===== config.mk =====
export PLATFORM = sky130hd
export DESIGN_NAME = spi_controller
export DESIGN_NICKNAME = d
export VERILOG_FILES = /design/src/rtl/spi_controller.sv
export SDC_FILE = /design/constraint.sdc
export NUM_CORES = 1
export LEC_CHECK = 0
export ABC_AREA = 1
export CAP_MARGIN = 20
export CELL_PAD_IN_SITES_DETAIL_PLACEMENT = 0
export CELL_PAD_IN_SITES_GLOBAL_PLACEMENT = 1
export CORE_UTILIZATION = 30
export DETAILED_ROUTE_END_ITERATION = 7
export DONT_BUFFER_PORTS = 1
export PLACE_DENSITY = 0.56
export RECOVER_POWER = 25
export SKIP_CTS_REPAIR_TIMING = 1
export SYNTH_ARGS = -nofsm -noshare
export SYNTH_HDL_FRONTEND = slang
export SYNTH_SLANG_ARGS = --single-unit

===== constraint.sdc =====
create_clock -name clk -period 1.7 [get_ports clk]
set_clock_uncertainty 0.15 [all_clocks]
set_input_delay 0.51 -clock clk [delete_from_list [all_inputs] [get_ports clk]]
set_output_delay 0.51 -clock clk [all_outputs]
set_load 0.05 [all_outputs]

===== src/rtl/spi_controller.sv =====
// SPI mode-0 controller: shifts one 16-bit {rw, addr, wdata} frame MSB-first
// on SCLK/COPI/nCS, with SCLK derived from clk by a programmable divider.
module spi_controller #(
  parameter int unsigned CLK_DIV = 4,
  parameter int unsigned CS_GAP  = 8
) (
  input  logic       clk,
  input  logic       rst,
  input  logic       start,
  input  logic       rw,
  input  logic [6:0] addr,
  input  logic [7:0] wdata,
  output logic       busy,
  output logic       done,
  output logic       SCLK,
  output logic       COPI,
  output logic       nCS
);

  localparam int unsigned PHASE_W = 8;
  localparam int unsigned FRAME_W = 16;
  localparam int unsigned BIT_W   = 4;
  localparam logic [PHASE_W-1:0] HALF_LOAD = PHASE_W'(CLK_DIV - 1);
  localparam logic [PHASE_W-1:0] GAP_LOAD  = PHASE_W'(CS_GAP - 1);

  typedef enum logic [2:0] {
    IDLE,
    SETUP,
    SHIFT_HI,
    SHIFT_LO,
    GAP
  } state_t;

  state_t               state;
  logic [FRAME_W-1:0]   shreg;
  logic [BIT_W-1:0]     bit_cnt;
  logic [PHASE_W-1:0]   phase;

  // Frame sequencer; every output is a register updated here.
  always_ff @(posedge clk or posedge rst) begin
    if (rst) begin
      state   <= IDLE;
      shreg   <= '0;
      bit_cnt <= '0;
      phase   <= '0;
      busy    <= 1'b0;
      done    <= 1'b0;
      SCLK    <= 1'b0;
      COPI    <= 1'b0;
      nCS     <= 1'b1;
    end else begin
      done <= 1'b0;
      case (state)
        IDLE: begin
          if (start) begin
            shreg   <= {rw, addr, wdata};
            bit_cnt <= BIT_W'(FRAME_W - 1);
            phase   <= HALF_LOAD;
            busy    <= 1'b1;
            nCS     <= 1'b0;
            COPI    <= rw;
            state   <= SETUP;
          end
        end
        SETUP: begin
          if (phase == '0) begin
            phase <= HALF_LOAD;
            SCLK  <= 1'b1;
            state <= SHIFT_HI;
          end else begin
            phase <= phase - PHASE_W'(1);
          end
        end
        SHIFT_HI: begin
          if (phase == '0) begin
            phase <= HALF_LOAD;
            SCLK  <= 1'b0;
            shreg <= {shreg[FRAME_W-2:0], 1'b0};
            // After bit 0 has been sampled there is nothing left to present.
            COPI  <= (bit_cnt == '0) ? 1'b0 : shreg[FRAME_W-2];
            state <= SHIFT_LO;
          end else begin
            phase <= phase - PHASE_W'(1);
          end
        end
        SHIFT_LO: begin
          if (phase == '0) begin
            if (bit_cnt == '0) begin
              phase <= GAP_LOAD;
              nCS   <= 1'b1;
              COPI  <= 1'b0;
              state <= GAP;
            end else begin
              phase   <= HALF_LOAD;
              bit_cnt <= bit_cnt - BIT_W'(1);
              SCLK    <= 1'b1;
              state   <= SHIFT_HI;
            end
          end else begin
            phase <= phase - PHASE_W'(1);
          end
        end
        GAP: begin
          if (phase == '0) begin
            phase <= HALF_LOAD;
            busy  <= 1'b0;
            done  <= 1'b1;
            state <= IDLE;
          end else begin
            phase <= phase - PHASE_W'(1);
          end
        end
        default: begin
          state <= IDLE;
          busy  <= 1'b0;
          SCLK  <= 1'b0;
          COPI  <= 1'b0;
          nCS   <= 1'b1;
        end
      endcase
    end
  end

endmodule

==> run_results.csv <==
group,metric,value,unit
power_and_ir_drop,total_leakage_power,1.121,nW
worst_setup_path,cp-end-kind,"primary output",
routing,wl_per_cell,12.71,um
routing,antenna_left,0,
logic_synthesis,synth_xor_area_frac,0.01306,
worst_setup_path,r2r_slack,0.13,ns
global_routing,grt_max_degree,36,
logic_synthesis,synthArstFlopShare,1.000,
die,die_h,83.89,um
worst_setup_path,cp_max_fo,2,
clocking,cts_buffer_depth,2,
clocking,numCtsBuffers,5,
die,die_w,83.89,um
die,core,6422,um^2
logic_synthesis,ys_seq_area_frac,0.4359,
logic_synthesis,syn-cell-area,2012,um^2
logic_synthesis,synth_top_flop_cell,"dfrtp_1",
routing,via_per_inst,4.627,
global_routing,track_usage,0.1419,
sta,period_share,0.9678,
power_and_ir_drop,total_power,4.825,mW
worst_setup_path,cp.depth,0,
finish,antenna_cells,0,
die,ios,24,
logic_synthesis,synth_top_area_frac,0.4229,
clocking,clock_sinks,35,
worst_setup_path,crit_path_start,"nCS",
clocking,clk_pin_slew,0.07,ns
logic_synthesis,synth_fa_ha_area_frac,0.01866,
logic_synthesis,yosysWarnings,0,
global_routing,antenna_found_initial,0,
worst_setup_path,crit_path_end,"nCS",
sta,hold_viol_final,0,
sta,fin_crit,1.645,ns
flow_run,max_cap_violations,0,
sta,setup_tns,0,ns
sta,slew_violations,0,
worst_setup_path,cp-start-kind,"flip-flop",
sta,maxSlewHeadroom,0.3984,
clocking,cts.root.buffer_cell,"clkbuf_8",
worst_setup_path,crit_type,"flip-flop to primary output",
logic_synthesis,yosysTopAreaCell,"dfrtp_1",
worst_hold_path,hold_depth,2,
logic_synthesis,synth_most_common_cell,"nand2_1",
finish,syn_to_final_growth,14.86,%
sta,fmax,0.6078,GHz
sta,worst_pin_slew,0.9024,ns
die,initial_core_util,0.3133,
logic_synthesis,synth_edf_count,0,
placed_design,place_congestion,0.7312,
logic_synthesis,synth-simple-area-share,0.3539,
logic_synthesis,synth.avg_cell_area,7.921,um^2
worst_hold_path,min_path_type,"input pin to flip-flop",
routing,vias,1601,
power_and_ir_drop,ir_worst_vdd,0.0006389,V
routing,drt_first_pass_iters,6,
power_and_ir_drop,power_density,2088,nW/um^2
clocking,cts_max_level,2,
logic_synthesis,syn_nets,276,
worst_setup_path,timing.rr.end,"bit_cnt[3]",
logic_synthesis,synth.mux.area_fraction,0,
global_routing,grt_pass1_wl,7.810,mm
routing,drc,2,
placed_design,dp_hpwl,3.153,mm
clocking,cts_tree,"yes",
worst_setup_path,reg2reg_from,"phase[0]",
finish,fin_nets,290,
placed_design,io_buffers,0,
global_routing,grt_pass1_vias,1607,
outcome,status,"finished with violations",
logic_synthesis,synth_top_family_by_area,"simple AND/OR/NAND/NOR gates",
logic_synthesis,synth_seq_cells,35,
sta,timing.hold.ws,0.2055,ns
worst_setup_path,worst_ep_arrival_time,0.99,ns
logic_synthesis,yosysUniqueCellTypes,27,
logic_synthesis,syn-instance-count,254,
die,dieArea,7038,um^2
logic_synthesis,synth_compound_area_frac,0.1026,
routing,dr.first_iter.drc_count,76,
outcome,failed_checks,"design-rule violations",
sta,rsz0062_at_grt,"yes",
sta,setup_violations,0,
clocking,clock_latency,0.29,ns
die,rows,29,
worst_setup_path,worst_ep_required_time,1.04,ns
routing,wirelength,4.397,mm
logic_synthesis,synth_area_leaders,"dfrtp_1 42%, nand2_1 13%, o21ai_1 4.7%, o21ai_0 4.5%, nand3_1 4.2%",
logic_synthesis,synthTopCellsByCount,"72 x nand2_1, 34 x dfrtp_1, 20 x nor2_1, 19 x inv_1, 19 x o21ai_1",
worst_setup_path,reg2reg_depth,10,
global_routing,gr-total-overflow,0,
finish,drive_above_1_share,0.2007,
## logic make-up after synthesis
kind of cell / Yosys count
compound gates: 40
simple gates: 145
fa+ha+maj: 3
flops: 35
xor+xnor: 3
buf+inv: 28
## registers in the layout, summed over array words and instances, names as in the netlist
register  count
done          1
shreg        15
COPI          1
state         3
SCLK          1
nCS           1
busy          1
bit_cnt       4
phase         8
## metrics by stage
step | util | instances | instance area, um^2 | worst slack, ns
floorplan | - | 254 | 2012 | 0.08079
global placement | 0.3407 | 338 | 2188 | 0.08709
detailed placement | 0.3407 | 338 | 2188 | 0.07594
CTS | 0.3590 | 346 | 2306 | 0.04458
global route | 0.3598 | 346 | 2311 | -0.01719
finish | 0.3598 | 346 | 2311 | 0.05482
## worst min path at each step
stage	from	endpoint	slack, ns
3_3_place_gp	rst	shreg[2]	0.32
3_5_place_dp	rst	shreg[3]	0.32
4_1_cts	rst	shreg[3]	0.008
5_1_grt	wdata[0]	shreg[0]	0.20
2_1_floorplan	shreg[6]	shreg[6]	0.30
6_report	wdata[0]	shreg[0]	0.21
## report_power, final
part / switching, mW / internal (mW) / total (mW)
registers: 0.436 / 1.23 / 1.67
logic: 1.37 / 0.983 / 2.35
clock network: 0.334 / 0.475 / 0.809
total: 2.14 / 2.69 / 4.83
## final cells by class
class	instances	area, um^2
fill	679	4111
multi-input combinational	191	1001
sequential	35	878.3
timing repair buffer	13	132.6
tap	77	96.34
inverter	22	85.08
clock buffer	6	82.58
clock inverter	2	35.03
## cells in the final DEF, fill, tap and decap left out
cell and n:
nand2_1 71, dfrtp_1 33, o21ai_1 21, nor2_1 20
inv_1 19, nand3_1 17, o21ai_0 15, or2_2 11
buf_4 9, nand2_2 7, nand4_1 7, clkbuf_8 6
nand3_4 3, or2_1 3, ha_1 3, buf_12 3
nor2_4 2, inv_2 2, nand2_4 2, o21ai_2 2
xnor2_1 2, inv_4 1, nor2_8 1, nand3b_1 1
a21oi_1 1, a22oi_1 1, xor2_1 1, clkinv_2 1
bufinv_16 1, dfstp_2 1, clkbuf_2 1, dfrtp_2 1
## layer usage
metal  global-route usage  vias to the layer above  wire, um
li1                     -                      850         -
met1               0.1922                      722      2308
met2               0.2191                       25      1895
met3              0.03759                        4       145
met4              0.04702                        0        48
met5                    0                        -         0
Note: power is estimated with default switching activity, not from simulation.
